==> config.mk <==
export PLATFORM = sky130hd
export DESIGN_NAME = max7219_rx
export DESIGN_NICKNAME = d
export VERILOG_FILES = /design/src/rtl/max7219_pkg.sv /design/src/rtl/max7219_rx_sync_edge.sv /design/src/rtl/max7219_rx.sv
export SDC_FILE = /design/constraint.sdc
export NUM_CORES = 1
export LEC_CHECK = 0
export CAP_MARGIN = 20
export CELL_PAD_IN_SITES_DETAIL_PLACEMENT = 1
export CELL_PAD_IN_SITES_GLOBAL_PLACEMENT = 2
export CORE_MARGIN = 3
export CORE_UTILIZATION = 31
export DETAILED_ROUTE_END_ITERATION = 10
export HOLD_SLACK_MARGIN = 0.02
export PLACE_DENSITY_LB_ADDON = 0.2
export SLEW_MARGIN = 5
export SYNTH_ARGS = -nofsm -noshare
export SYNTH_HDL_FRONTEND = slang
export SYNTH_SLANG_ARGS = --single-unit
==> constraint.sdc <==
create_clock -name clock -period 2.5 [get_ports clock]
set_input_delay 0.5 -clock clock [delete_from_list [all_inputs] [get_ports clock]]
set_output_delay 0.5 -clock clock [all_outputs]
set_load 0.01 [all_outputs]
==> src/rtl/max7219_pkg.sv <==
// Shared MAX7219 link definitions: register addresses and frame geometry.
// Imported by both the display transmitter and the link receiver.
package max7219_pkg;

    localparam int FRAME_BITS = 16;
    localparam int CNT_W      = 5;

    localparam logic [CNT_W-1:0] CNT_MAX = 5'd31;

    localparam logic [3:0] ADDR_NOOP      = 4'h0;
    localparam logic [3:0] ADDR_DIGIT0    = 4'h1;
    localparam logic [3:0] ADDR_DECODE    = 4'h9;
    localparam logic [3:0] ADDR_INTENSITY = 4'hA;
    localparam logic [3:0] ADDR_SCANLIMIT = 4'hB;
    localparam logic [3:0] ADDR_SHUTDOWN  = 4'hC;
    localparam logic [3:0] ADDR_TEST      = 4'hF;

endpackage

==> src/rtl/max7219_rx_sync_edge.sv <==
// Multi-flop synchronizer for one asynchronous link pin, plus a registered
// copy of the synchronized level that yields single-clock rise/fall pulses.
module sync_edge #(
    parameter int STAGES = 2
) (
    input  logic clock,
    input  logic reset,
    input  logic d,
    output logic level,
    output logic rise,
    output logic fall
);

    logic [STAGES-1:0] sync_q;
    logic              level_d;

    always_ff @(posedge clock or negedge reset) begin
        if (!reset) begin
            sync_q  <= '0;
            level_d <= 1'b0;
        end else begin
            sync_q  <= {sync_q[STAGES-2:0], d};
            level_d <= sync_q[STAGES-1];
        end
    end

    assign level = sync_q[STAGES-1];
    assign rise  = level & ~level_d;
    assign fall  = ~level & level_d;

endmodule

==> src/rtl/max7219_rx.sv <==
// MAX7219 3-wire link receiver: oversamples sck/din/load on the system clock,
// deserializes 16-bit frames and mirrors the MAX7219 register file.
module max7219_rx
    import max7219_pkg::*;
#(
    parameter int DIGIT_NUM   = 8,
    parameter int SYNC_STAGES = 2
) (
    input  logic                   clock,
    input  logic                   reset,
    input  logic                   max_sck,
    input  logic                   max_din,
    input  logic                   max_load,
    output logic                   max_dout,
    output logic [DIGIT_NUM*8-1:0] digits,
    output logic [7:0]             decode_mode,
    output logic [3:0]             intensity,
    output logic [2:0]             scan_limit,
    output logic                   shutdown_n,
    output logic                   display_test,
    output logic                   frame_valid,
    output logic [3:0]             frame_addr,
    output logic [7:0]             frame_data,
    output logic                   frame_err
);

    localparam logic [CNT_W-1:0] FULL_CNT = CNT_W'(FRAME_BITS);

    logic sck_rise, sck_fall, sck_lvl_unused;
    logic din_s, din_rise_unused, din_fall_unused;
    logic load_rise, load_fall, load_lvl_unused;

    logic [FRAME_BITS-1:0] shift_reg, shift_next;
    logic [CNT_W-1:0]      bit_cnt, cnt_base, cnt_next;
    logic                  cnt_short;

    function automatic logic [CNT_W-1:0] sat_inc(input logic [CNT_W-1:0] c);
        return (c == CNT_MAX) ? c : c + 1'b1;
    endfunction

    sync_edge #(.STAGES(SYNC_STAGES)) u_sync_sck (
        .clock(clock), .reset(reset), .d(max_sck),
        .level(sck_lvl_unused), .rise(sck_rise), .fall(sck_fall)
    );

    sync_edge #(.STAGES(SYNC_STAGES)) u_sync_din (
        .clock(clock), .reset(reset), .d(max_din),
        .level(din_s), .rise(din_rise_unused), .fall(din_fall_unused)
    );

    sync_edge #(.STAGES(SYNC_STAGES)) u_sync_load (
        .clock(clock), .reset(reset), .d(max_load),
        .level(load_lvl_unused), .rise(load_rise), .fall(load_fall)
    );

    // Same-clock collisions resolve as: clear counter, then shift/count, then latch.
    always_comb begin
        cnt_base   = load_fall ? '0 : bit_cnt;
        cnt_next   = sck_rise ? sat_inc(cnt_base) : cnt_base;
        shift_next = sck_rise ? {shift_reg[FRAME_BITS-2:0], din_s} : shift_reg;
        cnt_short  = (cnt_next < FULL_CNT);
    end

    always_ff @(posedge clock or negedge reset) begin
        if (!reset) begin
            shift_reg    <= '0;
            bit_cnt      <= '0;
            max_dout     <= 1'b0;
            digits       <= '0;
            decode_mode  <= '0;
            intensity    <= '0;
            scan_limit   <= '0;
            shutdown_n   <= 1'b0;
            display_test <= 1'b0;
            frame_valid  <= 1'b0;
            frame_addr   <= '0;
            frame_data   <= '0;
            frame_err    <= 1'b0;
        end else begin
            shift_reg   <= shift_next;
            bit_cnt     <= cnt_next;
            frame_valid <= load_rise;
            if (sck_fall)
                max_dout <= shift_reg[FRAME_BITS-1];
            if (load_rise) begin
                frame_addr <= shift_next[11:8];
                frame_data <= shift_next[7:0];
                frame_err  <= cnt_short;
            end
            if (load_rise && !cnt_short) begin
                case (shift_next[11:8])
                    ADDR_NOOP:      ;
                    ADDR_DECODE:    decode_mode  <= shift_next[7:0];
                    ADDR_INTENSITY: intensity    <= shift_next[3:0];
                    ADDR_SCANLIMIT: scan_limit   <= shift_next[2:0];
                    ADDR_SHUTDOWN:  shutdown_n   <= shift_next[0];
                    ADDR_TEST:      display_test <= shift_next[0];
                    default: begin
                        for (int d = 0; d < DIGIT_NUM; d++)
                            if (shift_next[11:8] == 4'(d) + ADDR_DIGIT0)
                                digits[8*d +: 8] <= shift_next[7:0];
                    end
                endcase
            end
        end
    end

endmodule

==> reports/metrics.yaml <==
synthCells: 370
setup_viol: 0
synth_adder_area_share: 0.002577
fin_util: 0.4576
row_count: 45
antenna_cells: 0
firstDrtPassIters: 4
crit_fanout: 8
fmax_ghz: 0.4085
clock_latency_ns: 0.42
hold_path.class: "input pin to async pin"
wl_um: 13250
synth_largest_area_cell: "dfrtp_1"
synth.area.mux_share: 0.1925
antenna_found_initial: 0
ctsLongestPathBuffers: 2
core_area_mm2: 0.01526
vias: 3314
port_buffers: 100
start_kind: "flip-flop"
synth-seq-cells: 125
period_share: 0.9792
ant_nets: 0
initial_core_util: 0.3182
avgSynthCellArea_um2: 13.12
die_w_um: 131.2
grt_overflow_total: 0
grt_usage: 0.1624
worstPathRequired_ns: 2.80
tightest_slew_ns: 0.6778
grt_pass1_vias: 3798
n_fill_cell: 1573
die_area_mm2: 0.01720
skew_ns: 0.009323
synth_xor_area_frac: 0.003607
yosys.area_share.simple: 0.1067
wl_per_cell_um: 18.41
power.leakage_uw: 0.003296
cp.arrival_ns: 2.75
vias_per_cell: 4.603
min_period_ns: 2.448
ys_top_cells_by_area: "dfrtp_1 (64%), mux2_2 (19%), nand2_1 (5.9%)"
drive_above_1_share: 0.3006
rsz0062_at_grt: "yes"
drt_iter0_markers: 120
async_reset_ff_frac: 1.000
synth_top_family_by_area: "multiplexers"
io_pins: 101
power_density_mw_per_mm2: 743.3
place_ws_ns: -0.01519
status: "completed"
ir_worst_vdd_mv: 0.4602
dp_hpwl_um: 8856
worst-setup-path-type: "flip-flop to flip-flop"
netlist_area_mm2: 0.004856
ys.flop_type: "dfrtp_1"
end_kind: "flip-flop"
hold_viol: 0
grt_start_max_net_pins: 50
grt_pass1_wl_um: 21640
synth_compound_area_frac: 0.03066
syn2layout_area_growth_pct: 43.78
report.final.slew_viol_count: 0
cts_tree: "done"
r2r-start: "u_sync_load.level_d"
clockRootBuffer: "clkbuf_16"
drc_errors: 0
synth_seq_area_share: 0.6442
clk_pin_slew_ns: 0.06
syn-num-nets: 376
numCtsBuffers: 17
drv_cap: 0
gp_congestion: 0.8121
die_y_um: 131.2
fin_nets: 502
htreeDepth: 4
synth_cell_types: 36
cts_sinks: 125
slew_headroom: 0.5470
worst_slack_ns: 0.05211
synth_top_area_frac: 0.6442
synth_warnings: 0
largest_register_ffs: 64
synth-edff-count: 0
cp-startpoint: "u_sync_load.level_d"
## where the power goes
| part | switching (uW) | leakage [uW] | internal [uW] |
|---|---|---|---|
| clock network | 921 | 0.000287 | 1530 |
| registers | 88.4 | 0.00170 | 2130 |
| logic | 321 | 0.00131 | 202 |
| total | 1330 | 0.00330 | 3860 |
## critical path, cell delays in order (launching register included)
cell	delay (ns)
dfrtp_1	0.41
nand2b_4	0.09
and2_4	0.16
ha_4	0.13
nand3b_1	0.09
or3_4	0.37
a211o_4	0.37
and2b_2	0.25
buf_12	0.14
mux2_2	0.33
## cells in the mapped netlist, types with 3 or more instances
| master | instances |
|---|---|
| dfrtp_1 | 125 |
| mux2_2 | 83 |
| nand2_1 | 76 |
| clkbuf_1 | 14 |
| a31oi_1 | 5 |
| buf_2 | 5 |
| nor2_1 | 5 |
| nor2b_1 | 5 |
| nand3_1 | 4 |
| nand4_1 | 4 |
| o21ai_0 | 4 |
| and2_1 | 3 |
| inv_1 | 3 |
| nand2b_1 | 3 |
| nand3b_1 | 3 |
| nor3_1 | 3 |
| o22ai_1 | 3 |
## kinds of logic (layout without fill, tap and decap cells)
| logic type | count (synthesis) | in the layout |
|---|---|---|
| AO/OA/AOI/OAI | 21 | 21 |
| XOR/XNOR | 2 | 2 |
| adder cells (fa/ha/maj) | 1 | 1 |
| buffers and inverters | 24 | 163 |
| flip-flops | 125 | 125 |
| multiplexers | 83 | 83 |
| AND/OR/NAND/NOR | 114 | 114 |
## through the flow
stage                     hold WS, ns  TNS [ns]  cells  cell area (um^2)  total power [uW]
after floorplan                0.2044         0    370              4856              2475
after global placement         0.3409         0    685              6292              2750
after detailed placement       0.3402   -0.1827    685              6292              2764
after CTS                     0.04682         0    718              6934              5265
after global routing          0.06399   -0.3156    720              6982              5438
final                         0.04123         0    720              6982              5190
## layout by cell type (no fill, tap or decap), drive strengths merged, types with 5 or more instances in the layout
master	count
mux2	83
dfrtp	125
nor2	6
nor2b	5
clkdlybuf4s50	99
a31oi	5
clkinv	6
inv	6
nand2	76
buf	28
clkbuf	20
## area by class of cell
cell class / count / area, um^2 / share of cell area
clock buffer: 20 / 456.7 / 0.06541
multi-input combinational: 221 / 1700 / 0.2435
sequential: 125 / 3128 / 0.4480
tap: 211 / 264.0 / 0.03781
inverter: 4 / 15.01 / 0.002151
clock inverter: 12 / 133.9 / 0.01918
timing repair buffer: 127 / 1284 / 0.1839
## routing by layer
layer | GRT usage | vias up | share of wire
met1 | 0.1905 | 1728 | 0.42
met4 | 0.04901 | 0 | 0.011
met3 | 0.06432 | 13 | 0.058
met2 | 0.2753 | 58 | 0.51
li1 | - | 1515 | -
met5 | 0 | - | 0
## repair_timing
action | 4_1_cts | 5_1_grt
gates cloned | 0 | 0
hold buffers | 0 | 0
endpoints found under the setup margin | 40 | 52
hold endpoints to repair | 0 | 0
setup buffers | 1 | 2
gates resized for setup | 9 | 9
pin swaps | 3 | 3
## final timing paths
check | to | slack, ns | cells after the start
worst max-delay path | digits[33] | 0.05 | 9
worst min-delay path | scan_limit[0] | 0.04 | 1
min in group clock | u_sync_din.sync_q[1] | 0.35 | 0
worst max register to register | digits[33] | 0.05 | 9
max in group asynchronous | digits[24] | 1.83 | 2
worst min register to register | u_sync_din.sync_q[1] | 0.35 | 0
(Power assumes the default switching activity.)
